## src/rtl/acc_controller.sv

```systemverilog
// Accumulator-machine control unit.
// Sequences FETCH / DECODE / EXECUTE over a single memory port, owns the
// program counter and instruction register, and steers the external A
// register (source select, load enable, add/subtract) from the opcode in IR.
// The instruction word carries the opcode in its top three bits and the
// operand address in its low ADDR_W bits.
//
// Input handshake: Enter is a level-sensitive "data ready" strobe. While the
// controller sits in INPUT it ignores Enter=0. In the first cycle Enter=1 it
// loads A from the input port (Asel=01, Aload=1) and leaves INPUT on the
// following edge, so one instruction consumes exactly one Enter-high cycle.
module acc_controller #(
   parameter int ADDR_W = 5,
   parameter int DATA_W = 8
) (
   input  logic              clk,
   input  logic              reset,
   input  logic [DATA_W-1:0] MemData,
   input  logic              Enter,
   input  logic              Aeq0,
   input  logic              Apos,
   output logic [1:0]        Asel,
   output logic              Aload,
   output logic              Sub,
   output logic [ADDR_W-1:0] MemAddr,
   output logic              Mwe,
   output logic [ADDR_W-1:0] PC,
   output logic [DATA_W-1:0] IR,
   output logic              Halt,
   output logic [2:0]        State
);

   // State encodings are exposed on State and must stay fixed.
   typedef enum logic [2:0] {
      ST_START   = 3'b000,
      ST_FETCH   = 3'b001,
      ST_DECODE  = 3'b010,
      ST_EXECUTE = 3'b011,
      ST_INPUT   = 3'b100,
      ST_HALTED  = 3'b101
   } state_t;

   // Opcodes held in IR[DATA_W-1:DATA_W-3].
   localparam logic [2:0] OP_LOAD  = 3'b000;
   localparam logic [2:0] OP_STORE = 3'b001;
   localparam logic [2:0] OP_ADD   = 3'b010;
   localparam logic [2:0] OP_SUB   = 3'b011;
   localparam logic [2:0] OP_IN    = 3'b100;
   localparam logic [2:0] OP_JZ    = 3'b101;
   localparam logic [2:0] OP_JPOS  = 3'b110;
   localparam logic [2:0] OP_HALT  = 3'b111;

   // A register source select codes.
   localparam logic [1:0] ASEL_ALU  = 2'b00;
   localparam logic [1:0] ASEL_IN   = 2'b01;
   localparam logic [1:0] ASEL_MEM  = 2'b10;

   state_t              state_q;
   state_t              state_d;
   logic [ADDR_W-1:0]   pc_q;
   logic [DATA_W-1:0]   ir_q;
   logic [2:0]          opcode;
   logic [ADDR_W-1:0]   operand;

   // Datapath register controls produced by the output decoder.
   logic                pc_clr;
   logic                pc_inc;
   logic                pc_jump;
   logic                ir_clr;
   logic                ir_load;

   assign opcode  = ir_q[DATA_W-1:DATA_W-3];
   assign operand = ir_q[ADDR_W-1:0];

   assign PC    = pc_q;
   assign IR    = ir_q;
   assign State = state_q;

   // State register: reset lands in START from any state, aborting whatever
   // instruction was in flight.
   always_ff @(posedge clk or negedge reset) begin
      if (!reset) begin
         state_q <= ST_START;
      end else begin
         state_q <= state_d;
      end
   end

   // Next-state logic; unused encodings recover through START.
   always_comb begin
      state_d = ST_START;
      case (state_q)
         ST_START:   state_d = ST_FETCH;
         ST_FETCH:   state_d = ST_DECODE;
         ST_DECODE: begin
            case (opcode)
               OP_IN:   state_d = ST_INPUT;
               OP_HALT: state_d = ST_HALTED;
               default: state_d = ST_EXECUTE;
            endcase
         end
         ST_EXECUTE: state_d = ST_FETCH;
         ST_INPUT:   state_d = Enter ? ST_FETCH : ST_INPUT;
         ST_HALTED:  state_d = ST_HALTED;
         default:    state_d = ST_START;
      endcase
   end

   // Output decode: A-register steering, memory port and PC/IR controls.
   // Everything idles at zero unless a state/opcode pair below asks for it,
   // which also keeps Aload and Mwe mutually exclusive.
   always_comb begin
      Asel    = ASEL_ALU;
      Aload   = 1'b0;
      Sub     = 1'b0;
      Mwe     = 1'b0;
      Halt    = 1'b0;
      MemAddr = '0;
      pc_clr  = 1'b0;
      pc_inc  = 1'b0;
      pc_jump = 1'b0;
      ir_clr  = 1'b0;
      ir_load = 1'b0;
      case (state_q)
         ST_START: begin
            pc_clr = 1'b1;
            ir_clr = 1'b1;
         end
         ST_FETCH: begin
            MemAddr = pc_q;
            ir_load = 1'b1;
            pc_inc  = 1'b1;
         end
         ST_DECODE: begin
            MemAddr = operand;
         end
         ST_EXECUTE: begin
            MemAddr = operand;
            case (opcode)
               OP_LOAD: begin
                  Asel  = ASEL_MEM;
                  Aload = 1'b1;
               end
               OP_STORE: begin
                  Mwe = 1'b1;
               end
               OP_ADD: begin
                  Asel  = ASEL_ALU;
                  Aload = 1'b1;
               end
               OP_SUB: begin
                  Asel  = ASEL_ALU;
                  Sub   = 1'b1;
                  Aload = 1'b1;
               end
               // Flags are only looked at here, in the EXECUTE cycle.
               OP_JZ:   pc_jump = Aeq0;
               OP_JPOS: pc_jump = Apos;
               default: begin
               end
            endcase
         end
         ST_INPUT: begin
            MemAddr = operand;
            if (Enter) begin
               Asel  = ASEL_IN;
               Aload = 1'b1;
            end
         end
         ST_HALTED: begin
            MemAddr = operand;
            Halt    = 1'b1;
         end
         default: begin
         end
      endcase
   end

   // Program counter: clear, increment (wraps naturally at 2^ADDR_W) or jump.
   always_ff @(posedge clk or negedge reset) begin
      if (!reset) begin
         pc_q <= '0;
      end else if (pc_clr) begin
         pc_q <= '0;
      end else if (pc_inc) begin
         pc_q <= pc_q + ADDR_W'(1);
      end else if (pc_jump) begin
         pc_q <= operand;
      end
   end

   // Instruction register: cleared in START, captured from memory in FETCH.
   always_ff @(posedge clk or negedge reset) begin
      if (!reset) begin
         ir_q <= '0;
      end else if (ir_clr) begin
         ir_q <= '0;
      end else if (ir_load) begin
         ir_q <= MemData;
      end
   end

endmodule

```

## config.mk

```make
export PLATFORM = sky130hd
export DESIGN_NAME = acc_controller
export DESIGN_NICKNAME = d
export VERILOG_FILES = /design/src/rtl/acc_controller.sv
export SDC_FILE = /design/constraint.sdc
export NUM_CORES = 1
export LEC_CHECK = 0
export CORE_MARGIN = 4
export CORE_UTILIZATION = 43
export CTS_BUF_LIST = sky130_fd_sc_hd__clkbuf_8 sky130_fd_sc_hd__clkbuf_16
export CTS_CLUSTER_SIZE = 12
export DETAILED_ROUTE_END_ITERATION = 12
export GPL_ROUTABILITY_DRIVEN = 0
export PLACE_DENSITY = 0.78
export SYNTH_ARGS = -nofsm -noshare
export SYNTH_HDL_FRONTEND = slang
export SYNTH_SLANG_ARGS = --single-unit
```

## constraint.sdc

```tcl
create_clock -name clk -period 1.7 [get_ports clk]
set_input_delay 0.34 -clock clk [delete_from_list [all_inputs] [get_ports clk]]
set_output_delay 0.34 -clock clk [all_outputs]
set_load 0.02 [all_outputs]
```

==> metrics.txt <==
Initial DRC Count=27; chip height=57.6 um; Hold Buf Count CTS=0; routed vias/inst=5.77; Critical Path RT=1360 ps; nets=199; setup slack after layout=-70.2 ps; Final Critical Period=1770 ps; Initial Util=46.4%; # diodes=0; Leak=0.944 nW; Cell variety after synth=38; first-pass GRT wire length=5800 um; area fraction in compound gates after synthesis=23.5%; DIE WIDTH=57.6 um; routed len/inst=18.1 um; asr flop ratio synth=100%; Routed WL=3840 um; GRT Util Overall=22.6%; H-tree depth=1; CTS tree=done; yosys warns=0; syn avg cell area=9.18 um2; Synthesized Nets=129; min-delay worst type=input pin to flop; Mapped Area=1060 um2; Clock Latency Late Sink=250 ps; fmax=565 MHz; Finished Layout Cells=212; core area=2280 um2; Inst Count DP=200; status=finished, violations left; Max IR drop VDD=1450 uV; Post-Route Skew=3.25 ps; Top FF cell, synth=dfrtp_1; CP arrival=1430 ps; register area share after synthesis=37.9%; number of flops mapped to enable cells by yosys=0; DRT antenna net count=0; Synth Area in Simple Gates=25.6%; grt ovf=0; xor-xnor portion of the synthesized cell area=0.829%; register bit total from synthesis=16; Worst setup EP type=primary output; I/O pin count=40; mux share of post-synthesis cell area=3.79%; fin. max-slew vios=0; Final Power=3.97 mW; Adder-Cell Fraction of Synth Area=1.18%; CP Max Fanout=3; IO buf count=39; Longest Clk Path Bufs=2; dpl hpwl=2360 um; initial antenna violation count=0; hold slack final=404 ps; synth-to-layout area growth=75.9%; Post-route DRC=0; total number of vias=1224; RSZ-0062 raised after global routing=true; cts bufs inserted=3; vias in the first global route=1175; post-placement worst setup slack=-611 ps; crit path kind=flop to primary output; max_slew headroom=71.6%; crit start category=flop; FP Rows=17; Power Dens Cells=2140 nW/um2; Cells after Synth=115; number of max-cap violations=0; final setup violation count=6; die area=3310 um2; pin count of the biggest net entering global routing=17; Final Hold Fails=0; Final period util=104%; Num Clock Sinks=16; Worst Tran Pin Value=419 ps; failing checks=negative setup slack; Reg clk slew, reported paths=70 ps; share of cells above drive strength 1=44.0%; largest family of logic cells by synthesized area=simple AND/OR/NAND/NOR gates; first-pass iteration count of the detailed router=4; Fillers=140; Clock Tree Root=clkbuf_8
## worst paths after layout
kind                               start       end  slack (ps)  cells after the start
worst max-delay path            State[2]     Aload         -70                      5
worst min-delay path               Enter  State[0]         400                      2
worst max register to register  State[0]     PC[3]          20                      7
worst min register to register     IR[0]     IR[0]         550                      2
max in group asynchronous          reset  State[1]        1080                      2
min in group asynchronous          reset     PC[4]         410                      2
## what timing repair did
action | CTS | global route
gates resized for setup | 62 | 33
setup buffers | 3 | 5
pin swaps | 0 | 5
setup endpoints to repair | 20 | 20
hold endpoints to repair | 0 | 0
## worst max-delay path, stage by stage (launching register included)
cell and delay [ps]:
dfrtp_1 420, nor2b_4 150, nand3b_1 160, buf_6 170, o21bai_1 130, buf_4 160
## state kept, by name (all words and copies together), names as in the netlist
name   cells
State      3
IR         8
PC         5
## logic make-up (layout without fill, tap and decap cells)
| logic type | after synthesis | count (layout) |
|---|---|---|
| buffers and inverters | 13 | 82 |
| adder cells (fa/ha/maj) | 1 | 1 |
| multiplexers | 3 | 3 |
| AND/OR/NAND/NOR | 47 | 47 |
| flip-flops | 16 | 16 |
| XOR/XNOR | 1 | 1 |
| AO/OA/AOI/OAI | 34 | 34 |
## metal layers
layer | track usage [%] | share of wire (%)
met1 | 28.0 | 37
met2 | 37.7 | 52
met3 | 2.26 | 7.5
met4 | 12.9 | 3.6
met5 | 0 | 0
## area by class of cell
| class | instances | area, um2 | share of cell area (%) |
|---|---|---|---|
| Clock buffer | 4 | 55.1 | 2.96 |
| Inverter | 4 | 18.8 | 1.01 |
| Multi-Input combinational cell | 86 | 688 | 37.0 |
| Sequential cell | 16 | 402 | 21.6 |
| Tap cell | 28 | 35.0 | 1.89 |
| Timing Repair Buffer | 74 | 659 | 35.5 |
## cells in the final DEF, fill, tap and decap left out, types with 2 or more instances in the layout
cell type | synthesis | layout
dfrtp_1 | 16 | 15
dlygate4sd2_1 | 0 | 6
buf_4 | 1 | 38
a221oi_2 | 0 | 2
dlymetal6s2s_1 | 0 | 6
clkbuf_8 | 0 | 4
buf_2 | 1 | 2
inv_1 | 3 | 2
nand3b_4 | 2 | 2
nand2_2 | 0 | 2
nor2_4 | 0 | 2
clkdlybuf4s50_1 | 0 | 16
nand2_1 | 23 | 21
nor3b_4 | 1 | 2
a22oi_2 | 0 | 4
nor2b_4 | 0 | 2
buf_6 | 3 | 5
nand3b_1 | 3 | 3
a22o_1 | 4 | 4
o21ai_1 | 0 | 5
o21ai_0 | 12 | 7
mux2_4 | 2 | 2
nor2_1 | 4 | 2
nand3_1 | 4 | 3
## synthesized netlist by cell type (2+ instances only)
| master | number | share of area, % |
|---|---|---|
| nand2_1 | 23 | 8.2 |
| dfrtp_1 | 16 | 38 |
| o21ai_0 | 12 | 5.7 |
| a22oi_1 | 5 | 3.6 |
| a22o_1 | 4 | 3.3 |
| clkbuf_1 | 4 | 1.4 |
| nand3_1 | 4 | 1.9 |
| nor2_1 | 4 | 1.4 |
| nor2b_1 | 4 | 2.4 |
| buf_6 | 3 | 3.2 |
| inv_1 | 3 | 1.1 |
| nand3b_1 | 3 | 2.1 |
| a21oi_1 | 2 | 0.95 |
| a221oi_1 | 2 | 1.7 |
| mux2_4 | 2 | 2.8 |
| nand3b_4 | 2 | 3.8 |
## metrics by stage
stage | instance area (um2) | util, % | TNS, ps
floorplan | 1070 | - | -300
global placement | 1650 | 72.6 | -2880
detailed placement | 1650 | 72.6 | -3370
CTS | 1710 | 75.2 | -137
global route | 1860 | 81.6 | -904
finish | 1860 | 81.6 | -166
## power breakdown
part           internal, mW  switching [mW]
sequential            0.548           0.175
clock                 0.206           0.145
combinational          1.40            1.49
No activity file was read; power rests on OpenSTA's default activity.
